### config.mk
export PLATFORM = sky130hd
export DESIGN_NAME = sync_fifo_flex_flat
export DESIGN_NICKNAME = d
export VERILOG_FILES = /design/src/rtl/sync_fifo_flex_pkg.sv /design/src/rtl/sync_fifo_flex_if.sv /design/src/rtl/sync_fifo_flex_ram.sv /design/src/rtl/sync_fifo_flex.sv /design/src/flat_wrapper.sv
export SDC_FILE = /design/constraint.sdc
export NUM_CORES = 1
export LEC_CHECK = 0
export ABC_AREA = 1
export BUFFER_PORTS_ARGS = -buffer_cell sky130_fd_sc_hd__buf_2
export CAP_MARGIN = 20
export CORE_MARGIN = 10
export CORE_UTILIZATION = 60
export CTS_BUF_LIST = sky130_fd_sc_hd__clkbuf_4 sky130_fd_sc_hd__clkbuf_8 sky130_fd_sc_hd__clkbuf_16
export DETAILED_ROUTE_END_ITERATION = 7
export GPL_TIMING_DRIVEN = 0
export PLACE_DENSITY = 0.75
export SLEW_MARGIN = 20
export SYNTH_ARGS = -nofsm -noshare
export SYNTH_HDL_FRONTEND = slang
export SYNTH_HIERARCHICAL = 1
export SYNTH_SLANG_ARGS = --single-unit
### constraint.sdc
create_clock -name clk -period 3.7 [get_ports clk]
set_input_delay 1.11 -clock clk [delete_from_list [all_inputs] [get_ports clk]]
set_output_delay 1.11 -clock clk [all_outputs]
set_load 0.05 [all_outputs]
### src/rtl/sync_fifo_flex_pkg.sv
// Shared constants, typedefs and parameter-legality helper for sync_fifo_flex.
// Default geometry matches the fixed 32-entry FIFO this block replaces.
package fifo_param_pkg;

  localparam int DEF_DATA_W = 8;
  localparam int DEF_DEPTH  = 32;
  localparam int DEF_PTR_W  = $clog2(DEF_DEPTH);

  typedef logic [DEF_PTR_W-1:0] fifo_ptr_t;
  typedef logic [DEF_PTR_W:0]   fifo_count_t;

  // True when the geometry and thresholds describe a usable FIFO.
  function automatic bit thresh_ok(input int data_w, input int depth,
                                   input int af, input int ae);
    bit pow2;
    pow2 = (depth >= 2) && ((depth & (depth - 1)) == 0);
    return pow2 && (data_w >= 1) && (af >= 1) && (af <= depth) &&
           (ae >= 0) && (ae <= depth - 1);
  endfunction

endpackage

### src/rtl/sync_fifo_flex_if.sv
// Producer/consumer bus of sync_fifo_flex; master = user side, slave = FIFO.
interface sync_fifo_flex_if #(
  parameter int DATA_W = fifo_param_pkg::DEF_DATA_W,
  parameter int DEPTH  = fifo_param_pkg::DEF_DEPTH
);
  logic                     wr_en;
  logic [DATA_W-1:0]        wr_data;
  logic                     rd_en;
  logic [DATA_W-1:0]        rd_data;
  logic                     rd_valid;
  logic                     full;
  logic                     empty;
  logic                     almost_full;
  logic                     almost_empty;
  logic [$clog2(DEPTH):0]   count;
  logic                     overflow;
  logic                     underflow;
  logic                     clr_err;

  modport master (
    output wr_en, wr_data, rd_en, clr_err,
    input  rd_data, rd_valid, full, empty, almost_full, almost_empty,
           count, overflow, underflow
  );

  modport slave (
    input  wr_en, wr_data, rd_en, clr_err,
    output rd_data, rd_valid, full, empty, almost_full, almost_empty,
           count, overflow, underflow
  );
endinterface

### src/rtl/sync_fifo_flex_ram.sv
// DEPTH x DATA_W storage: synchronous write port, asynchronous read port.
// Contents are never reset; the control logic tracks what is valid.
module fifo_ram
  import fifo_param_pkg::*;
#(
  parameter int DATA_W = DEF_DATA_W,
  parameter int DEPTH  = DEF_DEPTH
) (
  input  logic                     clk,
  input  logic                     i_we,
  input  logic [$clog2(DEPTH)-1:0] i_waddr,
  input  logic [DATA_W-1:0]        i_wdata,
  input  logic [$clog2(DEPTH)-1:0] i_raddr,
  output logic [DATA_W-1:0]        o_rdata
);
  logic [DATA_W-1:0] r_mem [DEPTH];

  always_ff @(posedge clk) begin
    if (i_we) r_mem[i_waddr] <= i_wdata;
  end

  assign o_rdata = r_mem[i_raddr];
endmodule

### src/rtl/sync_fifo_flex.sv
// Parametrised single-clock FIFO with thresholds, occupancy count, sticky
// error flags and optional first-word-fall-through read mode.
module sync_fifo_flex
  import fifo_param_pkg::*;
#(
  parameter int DATA_W    = DEF_DATA_W,
  parameter int DEPTH     = DEF_DEPTH,
  parameter int AF_THRESH = DEPTH - 4,
  parameter int AE_THRESH = 4,
  parameter int FWFT      = 0
) (
  input  logic             clk,
  input  logic             rstn,
  sync_fifo_flex_if.slave  bus
);
  localparam int AW = $clog2(DEPTH);
  localparam int CW = AW + 1;

  if (!thresh_ok(DATA_W, DEPTH, AF_THRESH, AE_THRESH)) begin : g_bad_params
    $error("sync_fifo_flex: illegal DATA_W/DEPTH/AF_THRESH/AE_THRESH");
  end

  logic [AW-1:0]     r_wr_ptr, r_rd_ptr;
  logic [CW-1:0]     r_count;
  logic              r_overflow, r_underflow;
  logic              w_empty, w_full, w_rd_acc, w_wr_acc;
  logic [DATA_W-1:0] w_ram_rdata;

  assign w_empty  = (r_count == '0);
  assign w_full   = (r_count == CW'(DEPTH));
  assign w_rd_acc = bus.rd_en && !w_empty;
  // A pop in the same cycle frees the slot, so a full FIFO still takes the write.
  assign w_wr_acc = bus.wr_en && (!w_full || w_rd_acc);

  fifo_ram #(.DATA_W(DATA_W), .DEPTH(DEPTH)) u_ram (
    .clk     (clk),
    .i_we    (w_wr_acc),
    .i_waddr (r_wr_ptr),
    .i_wdata (bus.wr_data),
    .i_raddr (r_rd_ptr),
    .o_rdata (w_ram_rdata)
  );

  always_ff @(posedge clk or negedge rstn) begin
    if (!rstn) begin
      r_wr_ptr    <= '0;
      r_rd_ptr    <= '0;
      r_count     <= '0;
      r_overflow  <= 1'b0;
      r_underflow <= 1'b0;
    end else begin
      if (w_wr_acc) r_wr_ptr <= r_wr_ptr + AW'(1);
      if (w_rd_acc) r_rd_ptr <= r_rd_ptr + AW'(1);
      r_count     <= r_count + CW'(w_wr_acc) - CW'(w_rd_acc);
      // A fresh error in the clearing cycle takes priority over clr_err.
      r_overflow  <= (bus.wr_en && !w_wr_acc) || (r_overflow && !bus.clr_err);
      r_underflow <= (bus.rd_en && !w_rd_acc) || (r_underflow && !bus.clr_err);
    end
  end

  assign bus.count        = r_count;
  assign bus.empty        = w_empty;
  assign bus.full         = w_full;
  assign bus.almost_full  = (r_count >= CW'(AF_THRESH));
  assign bus.almost_empty = (r_count <= CW'(AE_THRESH));
  assign bus.overflow     = r_overflow;
  assign bus.underflow    = r_underflow;

  if (FWFT != 0) begin : g_fwft
    assign bus.rd_data  = w_ram_rdata;
    assign bus.rd_valid = !w_empty;
  end else begin : g_reg_read
    logic [DATA_W-1:0] r_rd_data;
    logic              r_rd_valid;

    always_ff @(posedge clk or negedge rstn) begin
      if (!rstn) begin
        r_rd_data  <= '0;
        r_rd_valid <= 1'b0;
      end else begin
        r_rd_valid <= w_rd_acc;
        if (w_rd_acc) r_rd_data <= w_ram_rdata;
      end
    end

    assign bus.rd_data  = r_rd_data;
    assign bus.rd_valid = r_rd_valid;
  end
endmodule

### src/flat_wrapper.sv
// flat-port wrapper written by rule: the top's interface ports become plain ports
module sync_fifo_flex_flat import fifo_param_pkg::*;
#(
  parameter int DATA_W    = DEF_DATA_W,
  parameter int DEPTH     = DEF_DEPTH,
  parameter int AF_THRESH = DEPTH - 4,
  parameter int AE_THRESH = 4,
  parameter int FWFT      = 0
)
  (clk, rstn, bus_wr_en, bus_wr_data, bus_rd_en, bus_clr_err, bus_rd_data, bus_rd_valid, bus_full, bus_empty, bus_almost_full, bus_almost_empty, bus_count, bus_overflow, bus_underflow);
  sync_fifo_flex_if #(.DATA_W(DATA_W), .DEPTH(DEPTH)) bus_i ();
  input  logic clk;
  input  logic rstn;
  input wire logic [$bits(bus_i.wr_en)-1:0] bus_wr_en;
  input wire logic [$bits(bus_i.wr_data)-1:0] bus_wr_data;
  input wire logic [$bits(bus_i.rd_en)-1:0] bus_rd_en;
  input wire logic [$bits(bus_i.clr_err)-1:0] bus_clr_err;
  output wire logic [$bits(bus_i.rd_data)-1:0] bus_rd_data;
  output wire logic [$bits(bus_i.rd_valid)-1:0] bus_rd_valid;
  output wire logic [$bits(bus_i.full)-1:0] bus_full;
  output wire logic [$bits(bus_i.empty)-1:0] bus_empty;
  output wire logic [$bits(bus_i.almost_full)-1:0] bus_almost_full;
  output wire logic [$bits(bus_i.almost_empty)-1:0] bus_almost_empty;
  output wire logic [$bits(bus_i.count)-1:0] bus_count;
  output wire logic [$bits(bus_i.overflow)-1:0] bus_overflow;
  output wire logic [$bits(bus_i.underflow)-1:0] bus_underflow;
  assign bus_i.wr_en = bus_wr_en;
  assign bus_i.wr_data = bus_wr_data;
  assign bus_i.rd_en = bus_rd_en;
  assign bus_i.clr_err = bus_clr_err;
  assign bus_rd_data = bus_i.rd_data;
  assign bus_rd_valid = bus_i.rd_valid;
  assign bus_full = bus_i.full;
  assign bus_empty = bus_i.empty;
  assign bus_almost_full = bus_i.almost_full;
  assign bus_almost_empty = bus_i.almost_empty;
  assign bus_count = bus_i.count;
  assign bus_overflow = bus_i.overflow;
  assign bus_underflow = bus_i.underflow;
  sync_fifo_flex #(.DATA_W(DATA_W), .DEPTH(DEPTH), .AF_THRESH(AF_THRESH), .AE_THRESH(AE_THRESH), .FWFT(FWFT)) u_core (.clk(clk), .rstn(rstn), .bus(bus_i));
endmodule
## Word-level counts from Yosys, hierarchy flattened

Memory sizes are Yosys's and may differ from the RTL's. A register that Yosys moved wholly into a read port is not among the register bits.
Cells that the tools add are included.

| word-level totals | value |
|---|---|
| bits in registers | 19 |
| bits in writable memories | 256 |
| input bits | 13 |
| output and inout port bits | 21 |
| memories kept | 1 |

| operators by class | value |
|---|---|
| add/sub/neg operators | 4 |
| order comparisons | 2 |
| equality and inequality tests | 1 |
| muxes and demuxes | 2 |
| reduce and logical (&&, ||, !) cells | 16 |

Memory list:

| name | depth | bits a word | rd ports | clocked after memory_dff | wr ports | RTL line | RTL |
|---|---|---|---|---|---|---|---|
| u_core.u_ram.r_mem | 32 | 8 | 1 | 1 | 1 | sync_fifo_flex_ram.sv:16 | `logic [DATA_W-1:0] r_mem [DEPTH];` |

Operators by type and width:

| kind | count |
|---|---|
| $add A5 B1 Y5 const B | 2 |
| $add A6 B1 Y6 | 1 |
| $eq A6 B6 Y1 const B | 1 |
| $ge A6 B5 Y1 const B | 1 |
| $le A6 B3 Y1 const B | 1 |
| $logic_and A1 B1 Y1 | 6 |
| $logic_not A1 Y1 | 6 |
| $logic_not A6 Y1 | 1 |
| $sub A6 B1 Y6 | 1 |
| $logic_or A1 B1 Y1 | 3 |
| $mux W1 | 2 |

## Depth between registers and ports, before layout

Gate-level depths: netlist of the first run.

| depth | value |
|---|---|
| depth in word-level cells | 8 |
| mapped depth | 13 |
| depth with buffers taken out | 13 |

## Modules after synthesis

The synthesis of the first run kept the hierarchy.

By module, submodules not included:

| module | instances | cells each | area an instance (sq um) | seq. area each (sq um) |
|---|---|---|---|---|
| fifo_ram | 1 | 914 | 10626.4 | 7687.4 |
| sync_fifo_flex | 1 | 161 | 1447.6 | 675.6 |

## Worst setup path after synthesis of the first run

No wires, ideal clock.

| path | value |
|---|---|
| path kind | input to register |
| start | input port bus_wr_en |
| end | register u_core.r_count[4], in the netlist u_core/bus.count[4] |
| arrival | 2533 ps |
| data required time | 3621 ps |
| slack | 1088 ps |
| stages | 9 |
| path buffers | 1 |
| cells stage by stage | buf_2 -> nor2_1 -> inv_1 -> nand2_1 -> ha_1 -> inv_1 -> fa_1 -> o21ai_0 -> xor2_1 |

| on the way | value |
|---|---|
| longest elaborated chain between the ends | 3 |

Ends and longest elaborated chain:

| element | RTL line | RTL |
|---|---|---|
| start, declared | flat_wrapper.sv:14 | `input wire logic [$bits(bus_i.wr_en)-1:0] bus_wr_en;` |
| $logic_and A1 B1 Y1 | sync_fifo_flex.sv:33 | `assign w_wr_acc = bus.wr_en && (!w_full \|\| w_rd_acc);` |
| $add A6 B1 Y6 | sync_fifo_flex.sv:54 | `r_count <= r_count + CW'(w_wr_acc) - CW'(w_rd_acc);` |
| $sub A6 B1 Y6 | sync_fifo_flex.sv:54 |  |
| end signal, assigned | sync_fifo_flex.sv:54 |  |
| end, declared | sync_fifo_flex.sv:24 | `logic [CW-1:0] r_count;` |

No other way between the ends.
A chain may end at the register's enable or synchronous reset.

## Worst setup path in the final report of the first run

| path | value |
|---|---|
| start | register u_core.r_count[4], in the netlist u_core/bus.count[4] |
| end | memory u_core/u_ram/r_mem[1][1] (netlist name) (enable) |

| on the way | value |
|---|---|
| longest elaborated chain between the ends | 7 |
| elaborated cells between the ends (all ways) | 9 |
| those cells by class | eq/ne (1); mux (2); reduce/logical (6) |

Ends and longest elaborated chain:

| element | RTL line | RTL |
|---|---|---|
| $logic_not A6 Y1 | sync_fifo_flex.sv:29 | `assign w_empty = (r_count == '0);` |
| $logic_not A1 Y1 | sync_fifo_flex.sv:31 | `assign w_rd_acc = bus.rd_en && !w_empty;` |
| $logic_and A1 B1 Y1 | sync_fifo_flex.sv:31 |  |
| $logic_or A1 B1 Y1 * | sync_fifo_flex.sv:33 |  |
| $logic_and A1 B1 Y1 * | sync_fifo_flex.sv:33 |  |
| named net u_core.w_wr_acc | sync_fifo_flex.sv:26 | `logic w_empty, w_full, w_rd_acc, w_wr_acc;` |
| $mux W1 * | sync_fifo_flex_ram.sv:19 | `if (i_we) r_mem[i_waddr] <= i_wdata;` |
| $mux W1 (implied by the code) * | sync_fifo_flex_ram.sv:19 |  |
| end, declared | sync_fifo_flex_ram.sv:16 |  |

Mark *: on every way through the listed nets, which the timed path passes. The rest lies on a longest branch.

==> reports/metrics.yaml, run 1 <==
dp_hpwl_um: 19310
p_sw_frac: 0.3839
drt-total-wl_um: 29540
r2r-start: "u_core/bus.count[4]"
ctsHoldBuffers: 0
nets: 1165
grt_overflow_total: 0
synth_area_per_cell_sq_um: 11.23
period_needed_ns: 2.982
p_int_w: 0.006961
leakagePower_nw: 5.352
power.net_switching_w: 0.004337
rrSetupSlack_ns: 0.72
start_kind: "register"
drv_cap: 0
die_h_um: 161.9
drtIter0Drc: 969
cp-startpoint: "u_core/bus.count[4]"
via_per_inst: 5.733
cp.arrival_ns: 3.14
relSlewSlack: 0.3774
drv_slew: 0
finalPower_w: 0.01130
final_common_cell: "nand2_1"
synthesis.instances: 1075
synthDistinctLibCells: 23
clk_pin_slew_worst_paths_ns: 0.07
status: "completed"
first_global_vias: 7694
final_cell_mix: "413 x nand2_1, 256 x edfxtp_1, 219 x nand3_1, 48 x buf_2, 34 x nor2_1"
fin_tns_setup_ns: 0
tritoncts: "yes"
dr_total_vias: 8169
setup_viol: 0
critPathKind: "register to register"
pwr-share-comb: 0.380
finalCritPeriodShare: 0.8059
port_buffers: 32
syn-num-nets: 1102
die_area_sq_um: 26200
drtAntennaViolNets: 0
h-tree-depth: 1
cts_buffer_depth: 3
cts_buffers: 29
drc: 0
wl_per_cell_um: 20.73
antenna_cells: 0
drive_above_1_share: 0.1190
grt_usage: 0.2259
clkPwrFrac: 0.273
start_util: 0.6143
hold_path_class: "register to register"
coreArea_sq_um: 19650
gp_congestion: 0.9791
post-cts-setup-buffers: 0
area_growth_pct: 12.63
hold_viol_final: 0
required_ns: 3.86
crit_path_end_kind: "register"
cts_resized: 0
fmax_ghz: 0.3354
dr.pass1.iters: 6
ys_seq_elements: 283
whs_ns: 0.4799
grt_pass1_wl_um: 45100
tightestPinTransition_ns: 0.9304
power.density_nw_per_um2: 830.8
root_buffer: "clkbuf_16"
yosysWarnings: 6
die_w_um: 161.9
clkLatencyLatePin_ns: 0.54
max-vdd-ir-drop_uv: 550.4
synth_area_sq_um: 12070
seq_area_frac_synth: 0.6926
grt_max_degree: 33
finalClockSkew_ns: 0.01267
antenna_found_initial: 0
ios: 34
grt_setup_unrepaired: "false"
cts.sinks: 283
worstPathMaxFanout: 8
hold_start: "u_core/bus.rd_data[3]"
rows: 51
pwr-share-seq: 0.347
==> power by group through the flow <==
stage,sequential [W],combinational (W),clock [W]
2_1_floorplan,0.00421,0.00266,0
3_3_place_gp,0.00398,0.00412,0
3_5_place_dp,0.00398,0.00421,0
4_1_cts,0.00392,0.00424,0.00312
5_1_grt,0.00395,0.00467,0.00325
6_report,0.00392,0.00429,0.00309
==> cell type report <==
type,count,area [sq um]
inverter,31,116.4
fill,1438,6055
tap,265,331.6
clock inverter,14,201.4
sequential,283,8363
clock buffer,39,832.0
timing repair buffer,32,160.2
buffer,55,436.7
multi-input combinational,706,3158
==> flip-flops by register name, summed over array words and instances (netlist names) <==
register	flops
u_core/bus.rd_valid	1
u_core/bus.count	6
u_core/bus.rd_data	8
u_core/bus.overflow	1
u_core/u_ram/r_mem	256
u_core/r_wr_ptr	5
u_core/bus.underflow	1
u_core/r_rd_ptr	5
==> through the flow <==
stage	instances	setup WS [ns]	cell area, sq um	util
after global routing	1425	0.6380	13600	0.6919
after floorplan	1075	1.088	12070	-
after detailed placement	1372	0.4649	12570	0.6394
after global placement	1372	0.4278	12570	0.6394
final	1425	0.7182	13600	0.6919
after CTS	1425	0.7614	13600	0.6919
==> cells in the mapped netlist <==
master,count,area [sq um]
buf_6,26,292.8
xor2_1,5,43.79
nor2_2,1,6.260
inv_1,28,105.1
a21oi_1,2,10.01
nand3_2,1,10.01
buf_1,2,7.510
clkbuf_1,7,26.28
edfxtp_1,256,7687
nor2_1,34,127.6
nand4_1,2,12.51
o21ai_0,6,30.03
nor2_4,1,11.26
dfrtp_1,27,675.7
nand2_1,413,1550
xnor2_1,5,43.79
buf_4,4,30.03
fa_1,1,20.02
buf_2,16,80.08
nand2_4,3,33.78
nand3_1,219,1096
ha_1,13,162.7
inv_2,3,11.26
==> per-layer routing <==
metal / wire length (um) / vias up / track usage
met2: 13930 / 373 / 0.3605
met5: 0 / - / 0
li1: - / 3811 / -
met3: 2436 / 63 / 0.02983
met1: 12280 / 3922 / 0.3132
met4: 901 / 0 / 0.07982
==> kinds of logic after synthesis <==
group                    count (synthesis)  synth area share
AND/OR/NAND/NOR                        674            0.2359
flip-flops                             283            0.6926
buffers and inverters                   86           0.04580
adder cells (fa/ha/maj)                 14           0.01513
XOR/XNOR                                10          0.007254
AO/OA/AOI/OAI                            8          0.003316
==> worst max-delay path, stage by stage (launching register included) <==
cell and delay [ns]:
dfrtp_1 0.37, inv_1 0.10, ha_1 0.27, nand3_2 0.12, nand2_4 0.10, nand2_4 0.12, nand2_4 0.08, inv_1 0.11
nand3_1 0.45, nor2_1 0.87
==> path summary, 6_finish.rpt <==
path | endpoint | cells past startpoint
setup reg to reg | u_core/u_ram/r_mem[1][1] | 9
max in group asynchronous | u_core/r_wr_ptr[1] | 1
hold reg to reg | u_core/bus.rd_data[3] | 2
setup / recovery | u_core/u_ram/r_mem[1][1] | 9
hold / removal | u_core/bus.rd_data[3] | 2
min in group asynchronous | u_core/bus.rd_data[3] | 1
Power figures use the tool's default switching activity.
==> run 2: changes to the inputs <==
==> constraint.sdc (replaced) <==
create_clock -name clk -period 2.95 [get_ports clk]
set_input_delay 0.885 -clock clk [delete_from_list [all_inputs] [get_ports clk]]
set_output_delay 0.885 -clock clk [all_outputs]
set_load 0.05 [all_outputs]
==> run 2 against run 1 <==
Effect of this change:
- the flow now finishes with violations (negative setup slack)
- maximum frequency increased by 0.50%
- critical path depth unchanged
- core utilization increased by 0.13 points
- via count increased by 0.40%
- setup slack got worse by 0.74 ns
- global-route usage unchanged
- total power increased by 26%
- clock power increased by 25%
- worst hold slack got worse by 0.13 ns
- critical endpoint is now u_core/u_ram/r_mem[2][5]
- highest routed layer unchanged
==> reports/metrics.yaml, run 2 (synthesis gave the netlist of run 1 again) <==
crit_buf_inv: 2
clkLatencyLatePin_ns: 0.54
leakagePower_nw: 5.351
start_util: 0.6143
drv_slew: 0
clk_pin_slew_worst_paths_ns: 0.07
setup_viol: 16
post-route-util: 0.6932
dp_cells: 1372
status: "finished, violations left"
grt_setup_unrepaired: "true"
fill_cells: 1434
crit_chain: "inv_1 -> ha_1 -> nand3_2 -> nand2_4 -> nand2_4 -> nand2_4 -> inv_1 -> nand3_1 -> nor2_1"
power.density_nw_per_um2: 1041
max-vdd-ir-drop_uv: 690.2
antenna_found_initial: 0
coreArea_sq_um: 19650
h-tree-depth: 1
area_growth_pct: 12.84
dr_total_vias: 8202
drtIter0Drc: 982
hold_path_class: "primary input to asynchronous set/reset pin"
critPathKind: "register to register"
grt_pass1_wl_um: 45100
port_buffers: 32
cp.arrival_ns: 3.12
via_per_inst: 5.756
drv_cap: 0
die_w_um: 161.9
crit_slowest_cell: "nor2_1"
finalCritPeriodShare: 1.006
top_register: "u_core/u_ram/r_mem"
cts.sinks: 283
violations: "negative setup slack"
tightestPinTransition_ns: 0.9387
crit_path_end_kind: "register"
hold_viol_final: 0
drt-total-wl_um: 29610
required_ns: 3.11
start_kind: "register"
cts_buffers: 29
worstPathMaxFanout: 8
gp_congestion: 0.9791
wl_per_cell_um: 20.78
cts_resized: 0
relSlewSlack: 0.3719
largest_reg_flops: 256
period_needed_ns: 2.967
layout.cells.non_filler: 1425
grt_usage: 0.2259
grt_overflow_total: 0
drc: 0
grt_max_degree: 33
fmax_ghz: 0.3370
post-cts-setup-buffers: 0
finalClockSkew_ns: 0.01146
pre_cts_slack_ns: -0.06007
die_area_sq_um: 26200
critPathMaxStageDelay_ns: 0.89
drive_above_1_share: 0.1276
setup_ws_ns: -0.01703
tritoncts: "yes"
die_h_um: 161.9
ctsHoldBuffers: 0
cts_buffer_depth: 3
dr.pass1.iters: 5
final_cell_mix: "413 x nand2_1, 256 x edfxtp_1, 219 x nand3_1, 48 x buf_2, 29 x clkbuf_16"
ios: 34
fin_tns_setup_ns: -0.1564
root_buffer: "clkbuf_16"
crit_top_cell: "nand2_4"
rows: 51
first_global_vias: 7694
dp_hpwl_um: 19310
nets: 1165
final_common_cell: "nand2_1"
cp_top_family: "simple AND/OR/NAND/NOR gates"
drtAntennaViolNets: 0
antenna_cells: 0
-- run 2: final timing paths --
| kind | start | endpoint | slack [ns] | cells past startpoint |
|---|---|---|---|---|
| max | u_core/bus.count[4] | u_core/u_ram/r_mem[2][5] | -0.02 | 9 |
| max in group asynchronous | rstn | u_core/r_wr_ptr[1] | 2.19 | 1 |
| min | rstn | u_core/bus.rd_data[3] | 0.35 | 1 |
| min reg2reg | u_core/bus.rd_data[3] | u_core/bus.rd_data[3] | 0.48 | 2 |
| max reg2reg | u_core/bus.count[4] | u_core/u_ram/r_mem[2][5] | -0.02 | 9 |
| min in group clk | u_core/bus.rd_data[3] | u_core/bus.rd_data[3] | 0.48 | 2 |
-- run 2: area by class of cell --
| type | count | area, sq um | area share |
|---|---|---|---|
| Buffer | 55 | 436.7 | 0.03205 |
| Timing Repair Buffer | 32 | 160.2 | 0.01176 |
| Clock buffer | 39 | 832.0 | 0.06107 |
| Clock inverter | 14 | 201.4 | 0.01479 |
| Tap cell | 265 | 331.6 | 0.02434 |
| Inverter | 31 | 116.4 | 0.008541 |
| Multi-Input combinational cell | 706 | 3183 | 0.2336 |
| Sequential cell | 283 | 8363 | 0.6138 |
-- run 2: where the power goes --
| part | total [W] | internal [W] | switching, W |
|---|---|---|---|
| Clock | 0.00387 | 0.00241 | 0.00146 |
| Combinational | 0.00540 | 0.00162 | 0.00378 |
| Sequential | 0.00491 | 0.00470 | 0.000211 |
| Total | 0.0142 | 0.00873 | 0.00545 |
-- run 2: per-layer routing --
metal | up-vias | share of wire | GRT usage
li1 | 3818 | - | -
met1 | 3912 | 0.41 | 0.3132
met2 | 408 | 0.47 | 0.3605
met3 | 64 | 0.088 | 0.02983
met4 | 0 | 0.028 | 0.07982
met5 | - | 0 | 0
-- run 2: metrics by stage --
stage                     hold WS, ns  total power (W)  instance area, sq um
final                          0.3483          0.01419                 13620
after global routing           0.3994          0.01491                 13620
after CTS                      0.3693          0.01415                 13600
after detailed placement       0.4615          0.01028                 12570
after global placement         0.4601          0.01016                 12570
after floorplan                0.5233         0.008620                 12070
==> run 3: changes to the inputs <==
--- a/config.mk
+++ b/config.mk
@@ -14,6 +14,7 @@
 export DETAILED_ROUTE_END_ITERATION = 7
 export GPL_TIMING_DRIVEN = 0
 export PLACE_DENSITY = 0.75
+export SETUP_SLACK_MARGIN = 0.4
 export SLEW_MARGIN = 20
 export SYNTH_ARGS = -nofsm -noshare
 export SYNTH_HDL_FRONTEND = slang
==> constraint.sdc (replaced) <==
create_clock -name clk -period 3.39 [get_ports clk]
set_input_delay 1.017 -clock clk [delete_from_list [all_inputs] [get_ports clk]]
set_output_delay 1.017 -clock clk [all_outputs]
set_load 0.05 [all_outputs]
==> run 3 against run 2 <==
Effect of this change:
- the flow now finishes without violations
- sequential power down 13%
- sequential share of layout area about the same
- clock-buffer cell count unchanged
- clock skew up 0.0030 ns
- combinational power down 13%
- total power down 13%
- worst hold slack better by 0.13 ns
- global-route usage unchanged
- design area about the same
- wire length about the same
- flip-flop and latch count unchanged
- largest cell class unchanged
==> reports/metrics.yaml, run 3 (synthesis gave the netlist of run 1 again) <==
status: "completed"
grt_setup_unrepaired: "true"
post-route-util: 0.6927
wl_per_cell_um: 20.77
first_global_vias: 7694
final_cell_mix: "413 x nand2_1, 256 x edfxtp_1, 219 x nand3_1, 48 x buf_2, 29 x clkbuf_16"
dr_total_vias: 8165
start_kind: "register"
dr.pass1.iters: 5
cp-startpoint: "u_core/bus.count[4]"
port_buffers: 32
cts_buffer_depth: 3
drv_cap: 0
clk_pin_slew_worst_paths_ns: 0.07
met3_usage: 0.02983
crit_path_end_kind: "register"
h-tree-depth: 1
grt_overflow_total: 0
power.net_switching_w: 0.004753
largest_reg_flops: 256
hold_path_class: "primary input to asynchronous set/reset pin"
start_util: 0.6143
reg2reg_to: "u_core/u_ram/r_mem[3][7]"
cts.sinks: 283
pwr-share-seq: 0.346
worstPathMaxFanout: 8
rows: 51
use_met2: 0.3605
reg2reg_depth: 9
clkLatencyLatePin_ns: 0.54
tightestPinTransition_ns: 0.9454
leakagePower_nw: 5.351
drtIter0Drc: 976
whs_ns: 0.4771
p_sw_frac: 0.3848
ios: 34
pwr-share-comb: 0.380
grt_max_degree: 33
clkPwrFrac: 0.273
fin_tns_setup_ns: 0
fill_cells: 1436
cts_buffers: 29
area_growth_pct: 12.76
nets: 1165
cp.arrival_ns: 3.12
hold_viol_final: 0
period_needed_ns: 2.957
critPathKind: "register to register"
power.density_nw_per_um2: 907.3
relSlewSlack: 0.3674
antenna_cells: 0
required_ns: 3.55
top_register: "u_core/u_ram/r_mem"
max-vdd-ir-drop_uv: 600.7
rrSetupSlack_ns: 0.43
fmax_ghz: 0.3382
die_h_um: 161.9
grt_usage: 0.2259
gp_congestion: 0.9791
grtUsageMet1: 0.3132
root_buffer: "clkbuf_16"
finalCritPeriodShare: 0.8722
dp_hpwl_um: 19310
p_int_w: 0.007599
grt_pass1_wl_um: 45100
drv_slew: 0
die_w_um: 161.9
final_common_cell: "nand2_1"
multi_input_area_sq_um: 3173
tritoncts: "yes"
drtAntennaViolNets: 0
coreArea_sq_um: 19650
regArea_sq_um: 8363
finalClockSkew_ns: 0.01445
via_per_inst: 5.730
antenna_found_initial: 0
drive_above_1_share: 0.1241
drc: 0
r2r-start: "u_core/bus.count[4]"
drt-total-wl_um: 29590
grt.busiest_layer: "met2"
endpoint: "u_core/u_ram/r_mem[3][7]"
die_area_sq_um: 26200
setup_viol: 0
## run 3: cell types whose count changed in the layout (fill, tap and decap cells not counted)
cell and delta:
nor2_2 -4, nor2_1 +4
## run 3: worst min path at each step
stage                          start                    end  slack (ns)  cells after the start
2_1_floorplan     u_core/r_wr_ptr[1]     u_core/r_wr_ptr[1]        0.52                      2
3_3_place_gp   u_core/bus.rd_data[6]  u_core/bus.rd_data[6]        0.46                      2
3_5_place_dp   u_core/bus.rd_data[3]  u_core/bus.rd_data[3]        0.46                      2
4_1_cts        u_core/bus.rd_data[3]  u_core/bus.rd_data[3]        0.48                      2
5_1_grt        u_core/bus.rd_data[2]  u_core/bus.rd_data[2]        0.51                      2
6_report                        rstn  u_core/bus.rd_data[3]        0.48                      1
## run 3: per-stage QoR
stage / setup WS, ns / std cells / area (sq um) / power (W)
3_5_place_dp: 0.2479 / 1372 / 12570 / 0.008948
3_3_place_gp: 0.2108 / 1372 / 12570 / 0.008838
6_report: 0.4331 / 1425 / 13610 / 0.01235
5_1_grt: 0.3216 / 1425 / 13610 / 0.01297
2_1_floorplan: 0.8313 / 1075 / 12070 / 0.007501
4_1_cts: 0.5105 / 1425 / 13600 / 0.01231
## run 3: final cells by class
cell class / instances / area share
clock inverter: 14 / 0.01480
timing repair buffer: 32 / 0.01176
clock buffer: 39 / 0.06112
sequential: 283 / 0.6143
tap: 265 / 0.02435
multi-input combinational: 706 / 0.2331
inverter: 31 / 0.008547
buffer: 55 / 0.03207
## run 3: worst max-delay path: stages, from the launching register on
cell and delay, ns:
dfrtp_1 0.37, inv_1 0.11, ha_1 0.27, nand3_2 0.12, nand2_4 0.10, nand2_4 0.12
nand2_4 0.08, inv_1 0.11, nand3_1 0.44, nor2_1 0.85
## run 3: what timing repair did
action                                  in CTS  in global routing
hold buffers                                 0                  0
setup buffers                                0                  0
gates resized for setup                      0                  6
endpoints found under the setup margin       0                 95
## run 3: power by group through the flow
stage	combinational (W)	sequential, W	clock (W)
finish	0.00470	0.00428	0.00338
global route	0.00512	0.00431	0.00355
CTS	0.00463	0.00428	0.00341
detailed placement	0.00460	0.00435	0
global placement	0.00450	0.00434	0
floorplan	0.00290	0.00460	0
## run 3: layer usage
| metal | up-vias | part of all wire |
|---|---|---|
| met5 | - | 0 |
| met4 | 0 | 0.032 |
| met3 | 67 | 0.098 |
| met2 | 429 | 0.47 |
| met1 | 3859 | 0.40 |
| li1 | 3810 | - |
